[config.mk]
export PLATFORM = sky130hd
export DESIGN_NAME = branch_resolve_unit
export DESIGN_NICKNAME = d
export VERILOG_FILES = /design/src/rtl/branch_resolve_unit.sv
export SDC_FILE = /design/constraint.sdc
export NUM_CORES = 1
export LEC_CHECK = 0
export CORE_MARGIN = 10
export CORE_UTILIZATION = 45
export CTS_BUF_LIST = sky130_fd_sc_hd__clkbuf_4 sky130_fd_sc_hd__clkbuf_8
export CTS_CLUSTER_SIZE = 24
export DETAILED_ROUTE_END_ITERATION = 8
export PLACE_DENSITY_LB_ADDON = 0.15
export REMOVE_ABC_BUFFERS = 1
export SETUP_SLACK_MARGIN = 0.15
export SYNTH_ARGS = -nofsm -noshare
export SYNTH_HDL_FRONTEND = slang
export SYNTH_SLANG_ARGS = --single-unit
[constraint.sdc]
create_clock -name clk -period 4 [get_ports clk]
set_input_delay 0.8 -clock clk [delete_from_list [all_inputs] [get_ports clk]]
set_output_delay 0.8 -clock clk [all_outputs]
set_load 0.01 [all_outputs]
[src/rtl/branch_resolve_unit.sv]
// rtl/branch_resolve_unit.sv - in-order branch queue checking IF predictions against EX outcomes
module branch_resolve_unit #(
    parameter int DEPTH = 4,
    parameter int PC_W  = 8,
    parameter int CNT_W = 16
) (
    input  logic                       clk,
    input  logic                       reset,
    input  logic                       pred_valid,
    input  logic [PC_W-1:0]            pred_pc,
    input  logic                       pred_taken,
    input  logic [PC_W-1:0]            pred_target,
    output logic                       pred_ready,
    input  logic                       resolve_valid,
    input  logic                       resolve_taken,
    input  logic [PC_W-1:0]            resolve_target,
    output logic                       upd_valid,
    output logic [PC_W-1:0]            upd_pc,
    output logic                       upd_taken,
    output logic                       flush,
    output logic [PC_W-1:0]            redirect_pc,
    output logic [$clog2(DEPTH):0]     occupancy,
    output logic [CNT_W-1:0]           branch_count,
    output logic [CNT_W-1:0]           mispred_count,
    output logic                       proto_err
);
    localparam int AW = $clog2(DEPTH);

    logic [PC_W-1:0] mem_pc     [DEPTH];
    logic            mem_taken  [DEPTH];
    logic [PC_W-1:0] mem_target [DEPTH];

    logic [AW-1:0]   rd_ptr, wr_ptr;
    logic [AW:0]     count;

    logic            empty, full;
    logic            do_pop, do_push, mispred;
    logic [PC_W-1:0] h_pc, h_target;
    logic            h_taken;

    assign empty      = (count == '0);
    assign full       = (count == (AW+1)'(DEPTH));
    assign pred_ready = !full;
    assign occupancy  = count;

    assign h_pc     = mem_pc[rd_ptr];
    assign h_taken  = mem_taken[rd_ptr];
    assign h_target = mem_target[rd_ptr];

    assign do_pop  = resolve_valid && !empty;
    assign mispred = do_pop && ((h_taken != resolve_taken) ||
                                (resolve_taken && (h_target != resolve_target)));
    // Anything pushed alongside a mispredict is wrong-path and is discarded.
    assign do_push = pred_valid && pred_ready && !mispred;

    always_ff @(posedge clk) begin
        if (do_push) begin
            mem_pc[wr_ptr]     <= pred_pc;
            mem_taken[wr_ptr]  <= pred_taken;
            mem_target[wr_ptr] <= pred_target;
        end
    end

    always_ff @(posedge clk or negedge reset) begin
        if (!reset) begin
            rd_ptr        <= '0;
            wr_ptr        <= '0;
            count         <= '0;
            upd_valid     <= 1'b0;
            upd_pc        <= '0;
            upd_taken     <= 1'b0;
            flush         <= 1'b0;
            redirect_pc   <= '0;
            branch_count  <= '0;
            mispred_count <= '0;
            proto_err     <= 1'b0;
        end else begin
            upd_valid <= do_pop;
            flush     <= mispred;
            if (do_pop) begin
                upd_pc      <= h_pc;
                upd_taken   <= resolve_taken;
                redirect_pc <= resolve_taken ? resolve_target : h_pc + PC_W'(1);
                if (branch_count != '1)
                    branch_count <= branch_count + CNT_W'(1);
            end
            if (mispred && (mispred_count != '1))
                mispred_count <= mispred_count + CNT_W'(1);
            if (resolve_valid && empty)
                proto_err <= 1'b1;

            if (mispred) begin
                rd_ptr <= '0;
                wr_ptr <= '0;
                count  <= '0;
            end else begin
                if (do_push)
                    wr_ptr <= wr_ptr + AW'(1);
                if (do_pop)
                    rd_ptr <= rd_ptr + AW'(1);
                case ({do_push, do_pop})
                    2'b10:   count <= count + (AW+1)'(1);
                    2'b01:   count <= count - (AW+1)'(1);
                    default: count <= count;
                endcase
            end
        end
    end
endmodule

==> run metrics, run 1 <==
# Max-Cap Violations 0; CP endpoint kind register; fmax 0.284 GHz; relative slew slack 0.479; final period utilization 0.879; FF-to-FF setup slack 0.48 ns; Initial DRT Pass Iterations 4; Async SR Flop Fraction 0.465; GRT Total Usage 0.147; Num CTS Buffers 17; most frequent cell after synthesis edfxtp_1; status finished, final reports clean; hold crit path type in -> async; unique cell type count in the Yosys netlist 39; crit path capture occupancy[2]; total I/O pin count 86; Die Y 130 microns; initial antenna violation count 0; Die ar. 16900 sq um; worst clock skew 0.00947 ns; CP Data Required Time 4.33 ns; VDD IR max 301 uV; Comb power frac 0.335; Final Hold Viols 0; Reg power frac 0.433; sequential fraction of the synthesis area 0.646; CTS Sinks 127; Post-synth EDFFs 68; WL/cell 17.7 microns; vias in the first global route 3596; Net Sw Frac 0.327; filler instances 1000; CTS tree built; P per Cell Area 644 nW/um^2; synth top area cells edfxtp_1 37%, dfrtp_1 27%, xnor2_1 4.3%, xor2_1 3.7%, nand2_1 3.7%; post-CTS setup repair buffer count 0; share of the synthesized area in the top cell type 0.375; total number of vias 3447; P_int 2.97 mW; die width 130 microns; drt initial violations 234; clock share of power 0.232; Residual DRC 0; clock period minus worst slack 3.52 ns; deepest clock path buffer count 2; Routed WL 11.7 mm; Final ANT Viol Nets 0; RR Endpoint occupancy[2]; Worst Setup SP rd_ptr[1]; final setup fails 0; final net count 543; Synth-to-Final Area Change 26.0%; core region area 11900 sq um; pin count of the biggest net entering global routing 35; Worst Path Arrival 3.85 ns; Yosys reg bits 127; Vias/cell 5.20; DP Area 6500 sq um; row count 40; R2R depth 11; post_cts resized 0; Detailed Place HPWL 8.41 mm; clk_lat worst skew 0.44 ns; n_diodes 0; initial core utilization 0.457; Commonest cells post-synth 68 x edfxtp_1, 59 x dfrtp_1, 53 x nand2_1, 27 x xnor2_1, 25 x nand3_1; RSZ-0062 raised after global routing no; Synth area leader edfxtp_1; switching component of the power 1.44 mW; GPL Wtd Cong 0.855; Startpoint Class register; TNS Setup 0 ns; CTS Root Buffer Type clkbuf_8; critical path class reg -> reg; Worst-path clk slew 0.07 ns; Yosys warnings 0; Top FF cell, synth edfxtp_1; hold_buf cts 0; hold slack 0.436 ns; Syn Std Cell Area 5450 sq um; PortBufs 85; worst-path fanout max 14; static leakage 2.67 nW; Synth Area per Inst 13.6 sq um; global-route wire length before repair 18.8 mm; design area 6860 sq um; fraction of layout cells with a size suffix above 1 0.114; Syn Inst Count 401; H-Tree Depth 4; Slew @ Worst Pin 0.782 ns; worst flop-to-flop path startpoint rd_ptr[1]; Final Slew Violations 0; gr ovfl total 0
worst min-delay path by stage:
stage,startpoint,endpoint,slack [ns],cells after the start
floorplan,proto_err,proto_err,0.49,1
global placement,proto_err,proto_err,0.45,1
detailed placement,proto_err,proto_err,0.45,1
CTS,reset,branch_count[12],0.44,1
global route,reset,upd_pc[0],0.48,1
finish,reset,branch_count[12],0.44,1
stage by stage:
stage          std cells   util  total power, mW  setup WS [ns]
5_1_grt              663  0.576             4.70          0.273
3_3_place_gp         633  0.545             3.41          0.498
4_1_cts              663  0.576             4.48          0.467
3_5_place_dp         633  0.545             3.44          0.346
6_report             663  0.576             4.42          0.482
2_1_floorplan        389      -             2.71          0.668
flip-flops by register name (all words and copies together), names as in the netlist, 2 cells and up:
register       count
branch_count      16
mem_pc            32
mem_taken          4
mem_target        32
mispred_count     16
occupancy          3
rd_ptr             2
redirect_pc        8
upd_pc             8
wr_ptr             2
worst max-delay path, stage by stage (launching register included):
cell and delay, ns:
dfrtp_1 0.85, mux4_2 0.45, xnor2_1 0.16, nand3_1 0.10, nor4_2 0.34, a21oi_2 0.21, nor2_2 0.21, nor2_1 0.08
fa_1 0.43, a211oi_1 0.25, a211oi_1 0.09, a31o_2 0.23
final cells by class:
cell class	count	area (sq um)	share of cell area
Clock buffer	18	241	0.0352
Clock inverter	12	123	0.0179
Inverter	8	30.0	0.00438
Multi-Input combinational cell	254	1830	0.266
Sequential cell	127	3520	0.513
Tap cell	147	184	0.0268
Timing Repair Buffer	97	936	0.136
layer usage:
layer,track usage,vias up,wire length (microns)
met2,0.232,87,5720
met5,0,-,0
li1,-,1647,-
met1,0.178,1696,5110
met4,0.0589,0,215
met3,0.0544,17,673
power groups by stage:
stage / Clock, mW / Sequential (mW) / Combinational, mW
floorplan: 0 / 1.98 / 0.731
global route: 1.11 / 1.95 / 1.64
CTS: 1.05 / 1.92 / 1.51
finish: 1.02 / 1.91 / 1.48
global placement: 0 / 1.93 / 1.48
detailed placement: 0 / 1.94 / 1.50
cell families after synthesis:
family / count (synthesis) / share of synthesized area
simple gates: 139 / 0.120
flops: 127 / 0.646
xor+xnor: 50 / 0.0804
compound gates: 30 / 0.0315
mux: 27 / 0.0839
buf+inv: 20 / 0.0184
fa+ha+maj: 8 / 0.0198
placed cells by master, fill, tap and decap left out, types with 3 or more instances in the layout:
| cell type | Yosys | final |
|---|---|---|
| nand4_1 | 9 | 9 |
| nand3_1 | 25 | 25 |
| clkbuf_8 | 0 | 17 |
| and3_1 | 10 | 10 |
| nor3_1 | 5 | 5 |
| mux4_1 | 5 | 5 |
| clkdlybuf4s50_1 | 0 | 84 |
| o21ai_0 | 11 | 11 |
| mux2i_1 | 10 | 10 |
| mux2_2 | 4 | 4 |
| inv_1 | 7 | 7 |
| xor2_1 | 23 | 23 |
| ha_1 | 7 | 7 |
| and2_1 | 5 | 5 |
| clkinv_2 | 0 | 3 |
| nand2_1 | 53 | 53 |
| mux4_2 | 8 | 8 |
| buf_4 | 2 | 12 |
| edfxtp_1 | 68 | 68 |
| nor2_1 | 22 | 22 |
| xnor2_1 | 27 | 27 |
| clkinvlp_4 | 0 | 3 |
| dfrtp_1 | 59 | 59 |
| a21oi_1 | 12 | 12 |
No activity file was read; power rests on OpenSTA's default activity.
==> run 2: changes to the inputs <==
- clock period: 4 -> 4.2 ns (I/O delays scaled with it)
==> run metrics, run 2 (synthesis gave the netlist of run 1 again) <==
Startpoint Class register; CTS Root Buffer Type clkbuf_8; commonest non-fill, non-tap cells in the layout 84 x clkdlybuf4s50_1, 68 x edfxtp_1, 59 x dfrtp_1; multi-input logic area 1830 sq um (unchanged); deepest clock path buffer count 2 (unchanged); CP Data Required Time 4.52 ns (+0.19 ns); commonest non-fill, non-tap cell in the layout clkdlybuf4s50_1; VDD IR max 248 uV (-18%); Comb power frac 0.321 (-0.014); vias in the first global route 3535 (-1.7%); Worst Hold Depth 1; RR Endpoint occupancy[2]; post-CTS setup repair buffer count 0 (unchanged); filler instances 960 (-4.0%); die width 130 microns (unchanged); P_int 2.96 mW (-0.56%); post_cts resized 0 (unchanged); worst clock skew 0.00919 ns (-0.000278 ns); initial core utilization 0.457 (unchanged); Routed WL 11.4 mm (-2.8%); total I/O pin count 86 (unchanged); worst flop-to-flop path startpoint rd_ptr[0]; Final Non-Filler Cells 662 (-0.15%); Initial DRT Pass Iterations 4 (unchanged); CTS tree built; fraction of layout cells with a size suffix above 1 0.115 (+0.000222); Vias/cell 5.14 (-1.1%); n_diodes 0 (unchanged); top flop regs mem_pc (32), mem_target (32); Synth-to-Final Area Change 26.9%; worst-path fanout max 11 (-3); GPL Wtd Cong 0.865 (+1.3%); total number of vias 3404 (-1.2%); R2R depth 11 (unchanged); switching component of the power 1.37 mW (-4.9%); Final Hold Viols 0 (unchanged); hold_buf cts 0 (unchanged); WL/cell 17.2 microns (-2.7%); final setup fails 0 (unchanged); final net count 541 (-0.37%); DP Cell Count 631 (-0.32%); Die Y 130 microns (unchanged); status finished, final reports clean; Final ANT Viol Nets 0 (unchanged); Worst-path clk slew 0.07 ns (about the same); drt initial violations 162 (-31%); FF-to-FF setup slack 0.68 ns (+0.20 ns); CP endpoint kind register; critical path class reg -> reg; Worst Setup Slack post-DPL 0.502 ns (+0.156 ns); DP Area 6480 sq um (-0.23%); Die ar. 16900 sq um (unchanged); initial antenna violation count 0 (unchanged); design area 6910 sq um (+0.77%); Final Slew Violations 0 (unchanged); GRT Total Usage 0.143 (-0.00406); CTS Sinks 127 (unchanged); Slew @ Worst Pin 0.858 ns (+0.0761 ns); RSZ-0062 raised after global routing no; Seq. cell area 3520 sq um (unchanged); Reg power frac 0.420 (-0.013); clock share of power 0.259 (+0.027); clock period minus worst slack 3.52 ns (-0.00165 ns); core region area 11900 sq um (unchanged); Worst Path Arrival 3.84 ns (about the same); Hold Crit Start proto_err; static leakage 2.69 nW (+0.67%); clk_lat worst skew 0.43 ns (about the same); Hold Path Sink proto_err; final period utilization 0.837 (-0.0423); Net Sw Frac 0.317 (-0.00983); fin worst setup slack 0.684 ns (+0.202 ns); Num CTS Buffers 17 (unchanged); H-Tree Depth 4 (unchanged); P per Cell Area 626 nW/um^2 (-2.7%); gr ovfl total 0 (unchanged); global-route wire length before repair 18.4 mm (-1.9%); relative slew slack 0.428 (-0.0507); PortBufs 85 (unchanged); pin count of the biggest net entering global routing 40 (+14%); hold crit path type reg -> reg; fmax 0.284 GHz (about the same); # Max-Cap Violations 0 (unchanged); row count 40 (unchanged); Detailed Place HPWL 8.23 mm (-2.2%); TNS Setup 0 ns (unchanged); Residual DRC 0 (unchanged); final total power 4.33 mW (-2.0%)
==> run 2: changes by cell type in the layout (fill, tap and decap cells not counted) <==
cell       previous run  this run
bufinv_16             2         4
clkinv_2              3         0
inv_6                 0         1
clkinv_4              2         4
clkinv_1              2         1
buf_4                12        10
==> run 2: layout make-up <==
type / count / area share
clock buffer: 18 / 0.0349
inverter: 8 / 0.00434
tap: 147 / 0.0266
multi-input combinational: 254 / 0.264
timing repair buffer: 95 / 0.133
clock inverter: 13 / 0.0275
sequential: 127 / 0.509
==> run 2: worst max-delay path: stages (launching register included) <==
cell,delay [ns]
dfrtp_1,0.72
mux4_2,0.60
xnor2_1,0.15
nand3_1,0.10
nor4_2,0.35
a21oi_2,0.21
nor2_2,0.23
nor2_1,0.08
fa_1,0.43
a211oi_1,0.24
a211oi_1,0.09
a31o_2,0.23
==> run 2: metrics by stage <==
step            util  hold WS, ns
3_3_place_gp   0.544        0.445
5_1_grt        0.580        0.478
4_1_cts        0.580        0.464
2_1_floorplan      -        0.493
6_report       0.580        0.462
3_5_place_dp   0.544        0.447
==> run 2: worst max path at each step <==
| stage | start | to | slack, ns | depth (start not counted) |
|---|---|---|---|---|
| after detailed placement | resolve_target[2] | occupancy[2] | 0.50 | 11 |
| after floorplan | rd_ptr[0] | occupancy[2] | 0.87 | 11 |
| final | rd_ptr[0] | occupancy[2] | 0.68 | 11 |
| after global placement | resolve_target[7] | occupancy[2] | 0.66 | 11 |
| after CTS | rd_ptr[0] | occupancy[2] | 0.61 | 11 |
| after global routing | rd_ptr[0] | occupancy[2] | 0.36 | 11 |
==> run 2: layer usage <==
metal  track usage  vias up  wire (microns)
met1         0.178     1667            5120
met2         0.225       78            5520
li1              -     1644               -
met4        0.0602        0             147
met3        0.0458       15             600
met5             0        -               0
==> run 2: power groups by stage <==
stage | combinational [mW] | sequential [mW] | clock, mW
2_1_floorplan | 0.696 | 1.88 | 0
6_report | 1.39 | 1.82 | 1.12
5_1_grt | 1.54 | 1.86 | 1.23
4_1_cts | 1.41 | 1.83 | 1.16
3_5_place_dp | 1.41 | 1.85 | 0
3_3_place_gp | 1.39 | 1.84 | 0
